==> config.mk <==
export PLATFORM = sky130hd
export DESIGN_NAME = serial_adder_ctrl
export DESIGN_NICKNAME = d
export VERILOG_FILES = /design/src/rtl/serial_adder_ctrl.sv
export SDC_FILE = /design/constraint.sdc
export NUM_CORES = 1
export LEC_CHECK = 0
export CELL_PAD_IN_SITES_DETAIL_PLACEMENT = 1
export CELL_PAD_IN_SITES_GLOBAL_PLACEMENT = 1
export CORE_MARGIN = 3
export CORE_UTILIZATION = 42
export DETAILED_ROUTE_END_ITERATION = 10
export GPL_ROUTABILITY_DRIVEN = 0
export PLACE_DENSITY = 0.87
export REMOVE_ABC_BUFFERS = 1
export SLEW_MARGIN = 20
export SYNTH_ARGS = -nofsm -noshare
export SYNTH_HDL_FRONTEND = slang
export SYNTH_SLANG_ARGS = --single-unit
==> constraint.sdc <==
create_clock -name clk_in -period 4.1 [get_ports clk_in]
set_clock_uncertainty 0.2 [all_clocks]
set_input_delay 1.025 -clock clk_in [delete_from_list [all_inputs] [get_ports clk_in]]
set_output_delay 1.025 -clock clk_in [all_outputs]
set_load 0.02 [all_outputs]
==> src/rtl/serial_adder_ctrl.sv <==
// Bit-serial WIDTH-bit adder: two half-adder cells plus an OR form a one-bit
// full-adder slice fed LSB-first from operand shift registers by a small FSM.

module ha_cell (
  input  logic a,
  input  logic b,
  output logic s,
  output logic c
);
  assign s = a ^ b;
  assign c = a & b;
endmodule

module serial_adder_ctrl #(
  parameter int WIDTH = 8
) (
  input  logic             clk_in,
  input  logic             rst_in,
  input  logic             start_in,
  input  logic [WIDTH-1:0] a_in,
  input  logic [WIDTH-1:0] b_in,
  output logic             busy_out,
  output logic             done_out,
  output logic [WIDTH-1:0] sum_out,
  output logic             carry_out
);
  localparam int CW = $clog2(WIDTH) + 1;
  localparam logic [1:0] IDLE = 2'd0;
  localparam logic [1:0] RUN  = 2'd1;
  localparam logic [1:0] DONE = 2'd2;
  localparam logic [CW-1:0] LAST_CNT = CW'(WIDTH - 1);

  logic [1:0]       state_r;
  logic [1:0]       state_nx_s;
  logic             load_s;
  logic             last_s;
  logic [WIDTH-1:0] sh_a_r;
  logic [WIDTH-1:0] sh_b_r;
  // Only the upper WIDTH-1 partial-sum bits are kept; the bit that would
  // shift out on the final cycle goes straight into sum_out.
  logic [WIDTH-2:0] sh_sum_r;
  logic [WIDTH-1:0] sh_sum_nx_s;
  logic             carry_r;
  logic [CW-1:0]    cnt_r;
  logic             p_s;
  logic             g_s;
  logic             s_s;
  logic             t_s;
  logic             c_s;

  ha_cell u_ha_0 (.a(sh_a_r[0]), .b(sh_b_r[0]), .s(p_s), .c(g_s));
  ha_cell u_ha_1 (.a(p_s),       .b(carry_r),   .s(s_s), .c(t_s));

  assign c_s         = g_s | t_s;
  assign sh_sum_nx_s = {s_s, sh_sum_r};
  assign last_s      = (cnt_r == LAST_CNT);

  // Next-state and operand-load decision.
  always_comb begin
    state_nx_s = state_r;
    load_s     = 1'b0;
    case (state_r)
      IDLE, DONE: begin
        if (start_in) begin
          load_s     = 1'b1;
          state_nx_s = RUN;
        end else begin
          state_nx_s = IDLE;
        end
      end
      RUN: begin
        if (last_s) begin
          state_nx_s = DONE;
        end else begin
          state_nx_s = RUN;
        end
      end
      default: state_nx_s = IDLE;
    endcase
  end

  // State, datapath shift registers and registered outputs.
  always_ff @(posedge clk_in) begin
    if (rst_in) begin
      state_r   <= IDLE;
      sh_a_r    <= '0;
      sh_b_r    <= '0;
      sh_sum_r  <= '0;
      carry_r   <= 1'b0;
      cnt_r     <= '0;
      busy_out  <= 1'b0;
      done_out  <= 1'b0;
      sum_out   <= '0;
      carry_out <= 1'b0;
    end else begin
      state_r  <= state_nx_s;
      busy_out <= (state_nx_s == RUN);
      done_out <= (state_nx_s == DONE);
      if (load_s) begin
        sh_a_r   <= a_in;
        sh_b_r   <= b_in;
        sh_sum_r <= '0;
        carry_r  <= 1'b0;
        cnt_r    <= '0;
      end else if (state_r == RUN) begin
        sh_a_r   <= {1'b0, sh_a_r[WIDTH-1:1]};
        sh_b_r   <= {1'b0, sh_b_r[WIDTH-1:1]};
        sh_sum_r <= sh_sum_nx_s[WIDTH-1:1];
        carry_r  <= c_s;
        cnt_r    <= cnt_r + CW'(1);
        if (last_s) begin
          sum_out   <= sh_sum_nx_s;
          carry_out <= c_s;
        end
      end
    end
  end
endmodule

Yosys cells after proc, flatten, opt, wreduce, memory -nomap -nowiden. Index checks and enable logic that the tools add are counted.

$add $sub $neg: 1. Reductions and logical operators: 5. Muxes and demuxes: 9. Bitwise logic cells: 6. Eq/ne operators: 5.

Operator list (count): $mux W8 (4); $add A4 B1 Y4 const B (1); $eq A2 B1 Y1 const B (2); $eq A2 B2 Y1 const B (2); $eq A4 B3 Y1 const B (1); $pmux W2 S2 (1); $reduce_or A2 Y1 (2); $mux W1 (3); $reduce_and A3 Y1 (1); $and A1 B1 Y1 (2); $logic_not A2 Y1 (1); $mux W2 (1); $reduce_bool A2 Y1 (1); $xor A1 B1 Y1 (2); $not A1 Y1 (1); $or A1 B1 Y1 (1).

Flip-flop bits (word level): 41.

Logic depth before layout (Yosys ltp). Gate-level depths: netlist (run 1).

Depth after elaboration: 5. Depth in mapped cells: 5. Depth with buffers taken out: 4.

Hierarchy. From an unflattened synthesis (run 1), not the netlist that was laid out.

Cells, all modules: 185. Area total of the unflattened synthesis: 1619.1 sq um.

Modules (own cells, without submodules): serial_adder_ctrl (cells an instance 183, instances 1, area each 1594.0 sq um); ha_cell (cells an instance 1, instances 2, area each 12.5 sq um).

Worst setup path before layout (run 1). Ideal clock, no wire load.

Path type: in2reg. Start point: input port rst_in. End point: register done_out. Cell stages on the path: 3. Required time: 3.764 ns. Data arrival time: 1.633 ns. Library setup time: 0.136 ns. Slack: 2.131 ns. Cell sequence: clkbuf_1 -> clkbuf_1 -> nor3_1.

RTL lines: from (decl) (line 18) `input logic rst_in,`; to (signal assigned) (line 98) `done_out <= (state_nx_s == DONE);`; to (decl) (line 23) `output logic done_out,`.

No word-level cell between the ends.

Worst setup path in the final report (run 1).
Start point: input port start_in. End point: register sh_a_r[3].

Word-level cells in the longest chain between the ends: 3.

Ends and longest elaborated chain: from (decl) (line 19) `input logic start_in,`; $mux W1 * (line 64) `if (start_in) begin`; $mux W1 * (line 62) `case (state_r)`; $mux W8 / $reduce_bool A2 Y1 (equally long branches); to (signal assigned) (line 100) `sh_a_r <= a_in;`; to (signal assigned) (line 106) `sh_a_r <= {1'b0, sh_a_r[WIDTH-1:1]};`; to (decl) (line 37) `logic [WIDTH-1:0] sh_a_r;`.

Every way passes the cells marked *; elsewhere a longest branch is shown, timed or not. A chain may end at the register's enable or synchronous reset.

==> results of run 1 <==
layout make-up:
class,instances,area [sq um],area share (%)
clock buffers,7,86.3,4.08
multi-input cells,137,836,39.5
flip-flops and latches,41,821,38.8
well taps,48,60.1,2.84
repair buffers,32,313,14.8
sequential cells by signal, indices dropped and copies added (netlist names):
signal	flops
sh_a_r	8
sh_b_r	8
sum_out	8
sh_sum_r	7
cnt_r	4
state_r	2
busy_out	1
carry_out	1
carry_r	1
done_out	1
cell usage in the layout, fill, tap and decap left out, types with 2 or more instances in the layout:
cell	Yosys	routed
buf_4	4	3
mux2i_1	10	10
nand3b_1	2	2
nand2_1	45	45
a311oi_2	7	7
dfxtp_1	41	41
nand2b_1	21	20
nor2b_1	2	2
nor3_1	3	3
clkdlybuf4s50_1	0	29
a311oi_1	6	6
nand3_1	3	3
a21oi_1	13	13
nor2_1	17	17
clkbuf_8	0	6
critical path, cell delays in order:
cell and delay [ps]:
clkdlybuf4s50_1 420, nand2b_1 470, buf_4 320, nor2_1 80, a311oi_2 240
cells in the mapped netlist:
cell type	number
nand3b_1	2
buf_2	3
or3_1	1
nand2b_1	21
nor2b_1	2
nor2_1	17
a311oi_2	7
a21oi_1	13
xnor2_1	1
clkbuf_1	5
xor2_1	1
ha_1	1
nor3_1	3
o21ai_1	1
fa_1	1
a311oi_1	6
a22oi_1	1
buf_6	2
mux2i_1	10
nand3_1	3
dfxtp_1	41
nor2_8	1
buf_4	4
nand2_1	45
logic make-up (layout without fill, tap and decap cells):
group / Yosys count / count (layout) / share of synthesized area, %
xor+xnor: 2 / 2 / 1.01
flops: 41 / 41 / 47.2
buf+inv: 14 / 39 / 4.96
simple gates: 95 / 95 / 25.7
fa+ha+maj: 2 / 2 / 1.87
mux: 10 / 10 / 5.75
compound gates: 28 / 28 / 13.5
path summary, 6_finish.rpt:
path	endpoint	cells past startpoint	slack, ps	start
worst max-delay path	sh_a_r[3]$_SDFFE_PP0P_	5	1540	start_in
worst min-delay path	sh_sum_r[0]$_SDFFE_PP0N_	2	280	sh_sum_r[0]$_SDFFE_PP0N_
worst max register to register	sh_b_r[1]$_SDFFE_PP0P_	4	1940	state_r[0]$_SDFF_PP0_
worst min register to register	sh_sum_r[0]$_SDFFE_PP0N_	2	280	sh_sum_r[0]$_SDFFE_PP0N_
through the flow:
step | instance area [sq um] | utilization (%) | hold slack, ps
floorplan | 1650 | - | 237
finish | 2120 | 55.3 | 276
detailed placement | 2030 | 53.0 | 263
global placement | 2030 | 53.0 | 248
global route | 2120 | 55.3 | 296
CTS | 2110 | 55.2 | 274
power groups by stage:
stage	Clock [uW]	Combinational [uW]	Sequential (uW)
after floorplan	0	50.9	432
after global placement	0	87.9	432
after detailed placement	0	93.7	434
after CTS	277	94.3	425
after global routing	292	104	427
final	266	93.5	426
routing by layer:
layer  track usage, %  vias up  routed length (um)
met5                0        -                   0
met4             6.17        0                  39
met3             6.47        2                 196
met2             32.2       29                2090
met1             20.0      659                1700
li1                 -      688                   -
==> results.py, run 1 <==
metrics = {
    "clocking": {
        "clock_sinks": 41,
        "postCtsSetupBuffers": 0,
        "path_clk_slew_ps": 70,
        "clk_latency_ps": 290,
        "cts_made_buffers": 5,
        "cts_tree": "built",
        "cts_hold_repair.buffers": 0,
        "cts_buffer_depth": 2,
        "cts_resized": 0,
        "h-tree-depth": 2,
        "cts_root_buf": "clkbuf_8",
    },
    "global_routing": {
        "gr-usage-all-layers_pct": 18.2,
        "antenna_found_initial": 0,
        "grt-ovfl-total": 0,
        "grt_pass1_vias": 1514,
        "grt_max_degree": 40,
        "grt_pass1_wl_mm": 7.06,
    },
    "final_layout": {
        "finalNonFillerCells": 265,
        "layout-drive-gt1-share_pct": 8.29,
        "syn_to_final_growth_pct": 21.6,
        "fillers": 440,
        "layout.nets": 238,
        "antenna_cells": 0,
    },
    "sta": {
        "fin_crit_sh_pct": 62.4,
        "finalSetupTns_ps": 0,
        "finalCriticalPeriod_ps": 2560,
        "worst_pin_slew_ps": 948,
        "post-route-worst-setup-slack_ps": 1540,
        "maxSlewHeadroom_pct": 36.7,
        "rsz0062_at_grt": "false",
        "finalSetupViolCount": 0,
        "drv_slew": 0,
        "hold_viol_final": 0,
        "clock.fmax_ghz": 0.391,
    },
    "pwr": {
        "ir_drop_v": 0.000218,
        "p_comb_share_pct": 11.9,
        "clkPwrFrac_pct": 33.9,
        "p_sw_uw": 195,
        "powerDensity_nw_per_um2": 371,
        "switching_share_pct": 24.9,
        "leakage_uw": 0.000716,
        "power_uw": 785,
        "seq_power_share_pct": 54.2,
        "power.internal_uw": 590,
    },
    "floorplanning": {
        "die-area_sq_um": 4950,
        "die_h_um": 70.4,
        "core-area_sq_um": 3830,
        "dieWidth_um": 70.4,
        "ios": 30,
        "start_util_pct": 45.5,
        "row_count": 22,
    },
    "place": {
        "port_buffers": 29,
        "dp_slack_ps": 1220,
        "post-dp-hpwl_mm": 2.85,
        "dp_cells": 258,
    },
    "worst_hold_path": {
        "hold_class": "flip-flop to flip-flop",
    },
    "detailed_routing": {
        "initialDrtViolationCount": 79,
        "drt_wl_total_mm": 4.02,
        "first_pass_iters": 4,
        "routed_via_density": 5.20,
        "wl_per_cell_um": 15.2,
        "drc_errors": 0,
        "detail-route-antenna-nets": 0,
        "via_count": 1378,
    },
    "worst_setup_path": {
        "worstSetupEndpointType": "flip-flop",
        "crit_type": "primary input to flip-flop",
        "cp_max_fo": 17,
        "worst-endpoint-arrival_ps": 2570,
        "cp-start-kind": "primary input",
        "crit_required_ps": 4110,
    },
    "logic_synthesis": {
        "synth-seq-cells": 41,
        "syn-instance-count": 192,
        "synthTopCellsByArea": "dfxtp_1, nand2_1, nand2b_1",
        "ys_types": 24,
        "seq_area_frac_synth_pct": 47.2,
        "syn_area_sq_um": 1740,
        "yosysWarningCount": 0,
        "synth.avg_cell_area_sq_um": 9.06,
        "synth_top_cell_area_share_pct": 47.2,
        "yosys.area.top_type": "dfxtp_1",
    },
    "run_status": {
        "status": "complete, no violations",
    },
    "flow_run": {
        "drv_cap": 0,
    },
}
No activity file was read; power rests on OpenSTA's default activity.
==> inputs of run 2 (changes only) <==
CORE_UTILIZATION = 39   (was 42)
PLACE_DENSITY = 0.82   (was 0.87)
clock period = 2.65 ns   (was 4.1 ns; I/O delays follow)
==> results.py, run 2 (same netlist as run 1, synthesis figures left out) <==
metrics = {
    "run_status": {
        "status": "complete, no violations",
    },
    "final_layout": {
        "layout.nets": 242,
        "finalNonFillerCells": 272,
        "syn_to_final_growth_pct": 25.7,
        "final_util_pct": 52.8,
        "antenna_cells": 0,
        "final_common_cell": "nand2_1",
        "final_cell_mix": "nand2_1, dfxtp_1, clkdlybuf4s50_1",
        "layout-drive-gt1-share_pct": 9.91,
        "reg_top3": "sh_a_r: 8 flops, sh_b_r: 8 flops, sum_out: 8 flops",
    },
    "sta": {
        "drv_slew": 0,
        "worst_pin_slew_ps": 457,
        "fin_crit_sh_pct": 79.7,
        "hold_viol_final": 0,
        "clock.fmax_ghz": 0.473,
        "maxSlewHeadroom_pct": 69.5,
        "worst_hold_slack_ps": 270,
        "finalSetupTns_ps": 0,
        "rsz0062_at_grt": "false",
        "finalCriticalPeriod_ps": 2110,
        "finalSetupViolCount": 0,
    },
    "detailed_routing": {
        "wl_per_cell_um": 15.5,
        "via_count": 1419,
        "drt_wl_total_mm": 4.21,
        "drc_errors": 0,
        "initialDrtViolationCount": 76,
        "first_pass_iters": 4,
        "detail-route-antenna-nets": 0,
        "routed_via_density": 5.22,
    },
    "pwr": {
        "leakage_uw": 0.000754,
        "ir_drop_v": 0.000258,
        "power_uw": 1330,
        "powerDensity_nw_per_um2": 607,
    },
    "global_routing": {
        "grt_pass1_wl_mm": 7.01,
        "grt_pass1_vias": 1538,
        "grt-ovfl-total": 0,
        "gr-usage-all-layers_pct": 17.1,
        "antenna_found_initial": 0,
        "grt_max_degree": 26,
    },
    "clocking": {
        "postCtsSetupBuffers": 0,
        "clk_latency_ps": 290,
        "h-tree-depth": 2,
        "cts_resized": 0,
        "cts_made_buffers": 5,
        "path_clk_slew_ps": 80,
        "clock_sinks": 41,
        "cts_hold_repair.buffers": 0,
        "cts_buffer_depth": 2,
        "cts_tree": "built",
        "cts_root_buf": "clkbuf_8",
    },
    "floorplanning": {
        "dieWidth_um": 72.8,
        "ios": 30,
        "row_count": 23,
        "core-area_sq_um": 4140,
        "die-area_sq_um": 5300,
        "die_h_um": 72.8,
        "start_util_pct": 42.0,
    },
    "worst_setup_path": {
        "crit_type": "flip-flop to primary output",
        "cp-start-kind": "flip-flop",
        "crit_chain": "clkdlybuf4s50_1",
        "crit_required_ps": 1790,
        "max_stage_delay_ps": 620,
        "slowest_stage": "clkdlybuf4s50_1",
        "worstSetupEndpointType": "primary output",
        "cp_max_fo": 2,
        "critical_path.top_delay_family": "buffers and inverters",
        "worst-endpoint-arrival_ps": 1250,
        "cp_num_buf_inv": 1,
    },
    "place": {
        "dp_cells": 264,
        "post-dp-hpwl_mm": 3.10,
        "port_buffers": 29,
    },
    "flow_run": {
        "drv_cap": 0,
    },
    "worst_hold_path": {
        "hold_class": "flip-flop to flip-flop",
    },
}
==> run 2: path summary, 6_finish.rpt <==
kind | start | endpoint | cells after the start | slack, ps
worst max-delay path | sum_out[1]$_SDFFE_PP0P_ | sum_out[1] | 1 | 540
worst min-delay path | sh_sum_r[0]$_SDFFE_PP0N_ | sh_sum_r[0]$_SDFFE_PP0N_ | 2 | 270
worst max register to register | cnt_r[0]$_SDFFE_PP0N_ | sum_out[3]$_SDFFE_PP0P_ | 4 | 970
worst min register to register | sh_sum_r[0]$_SDFFE_PP0N_ | sh_sum_r[0]$_SDFFE_PP0N_ | 2 | 270
==> run 2: power by group <==
group	leakage (uW)	switching, uW	internal (uW)	total, uW
Clock	0.0000585	208	307	515
Sequential	0.000334	16.5	641	658
Combinational	0.000361	82.1	72.6	155
Total	0.000754	307	1020	1330
==> run 2: metrics by stage <==
step,worst slack [ps],instance area [sq um]
after detailed placement,437,2070
after global placement,538,2070
after global routing,481,2190
final,537,2190
after floorplan,565,1650
after CTS,516,2190
==> run 2: area by class of cell <==
cell class | count | area, sq um
fill | 489 | 1960
clock buffer | 7 | 86.3
timing repair buffer | 36 | 355
multi-input combinational | 137 | 833
sequential | 41 | 821
clock inverter | 1 | 30.0
tap | 50 | 62.6
==> run 2: metal layers <==
layer  vias up  routed length, um  global-route usage (%)
li1        698                  -                       -
met1       679               1780                    18.1
met2        32               2170                    32.2
met3        10                166                    3.99
met4         0                 95                    6.76
met5         -                  0                       0
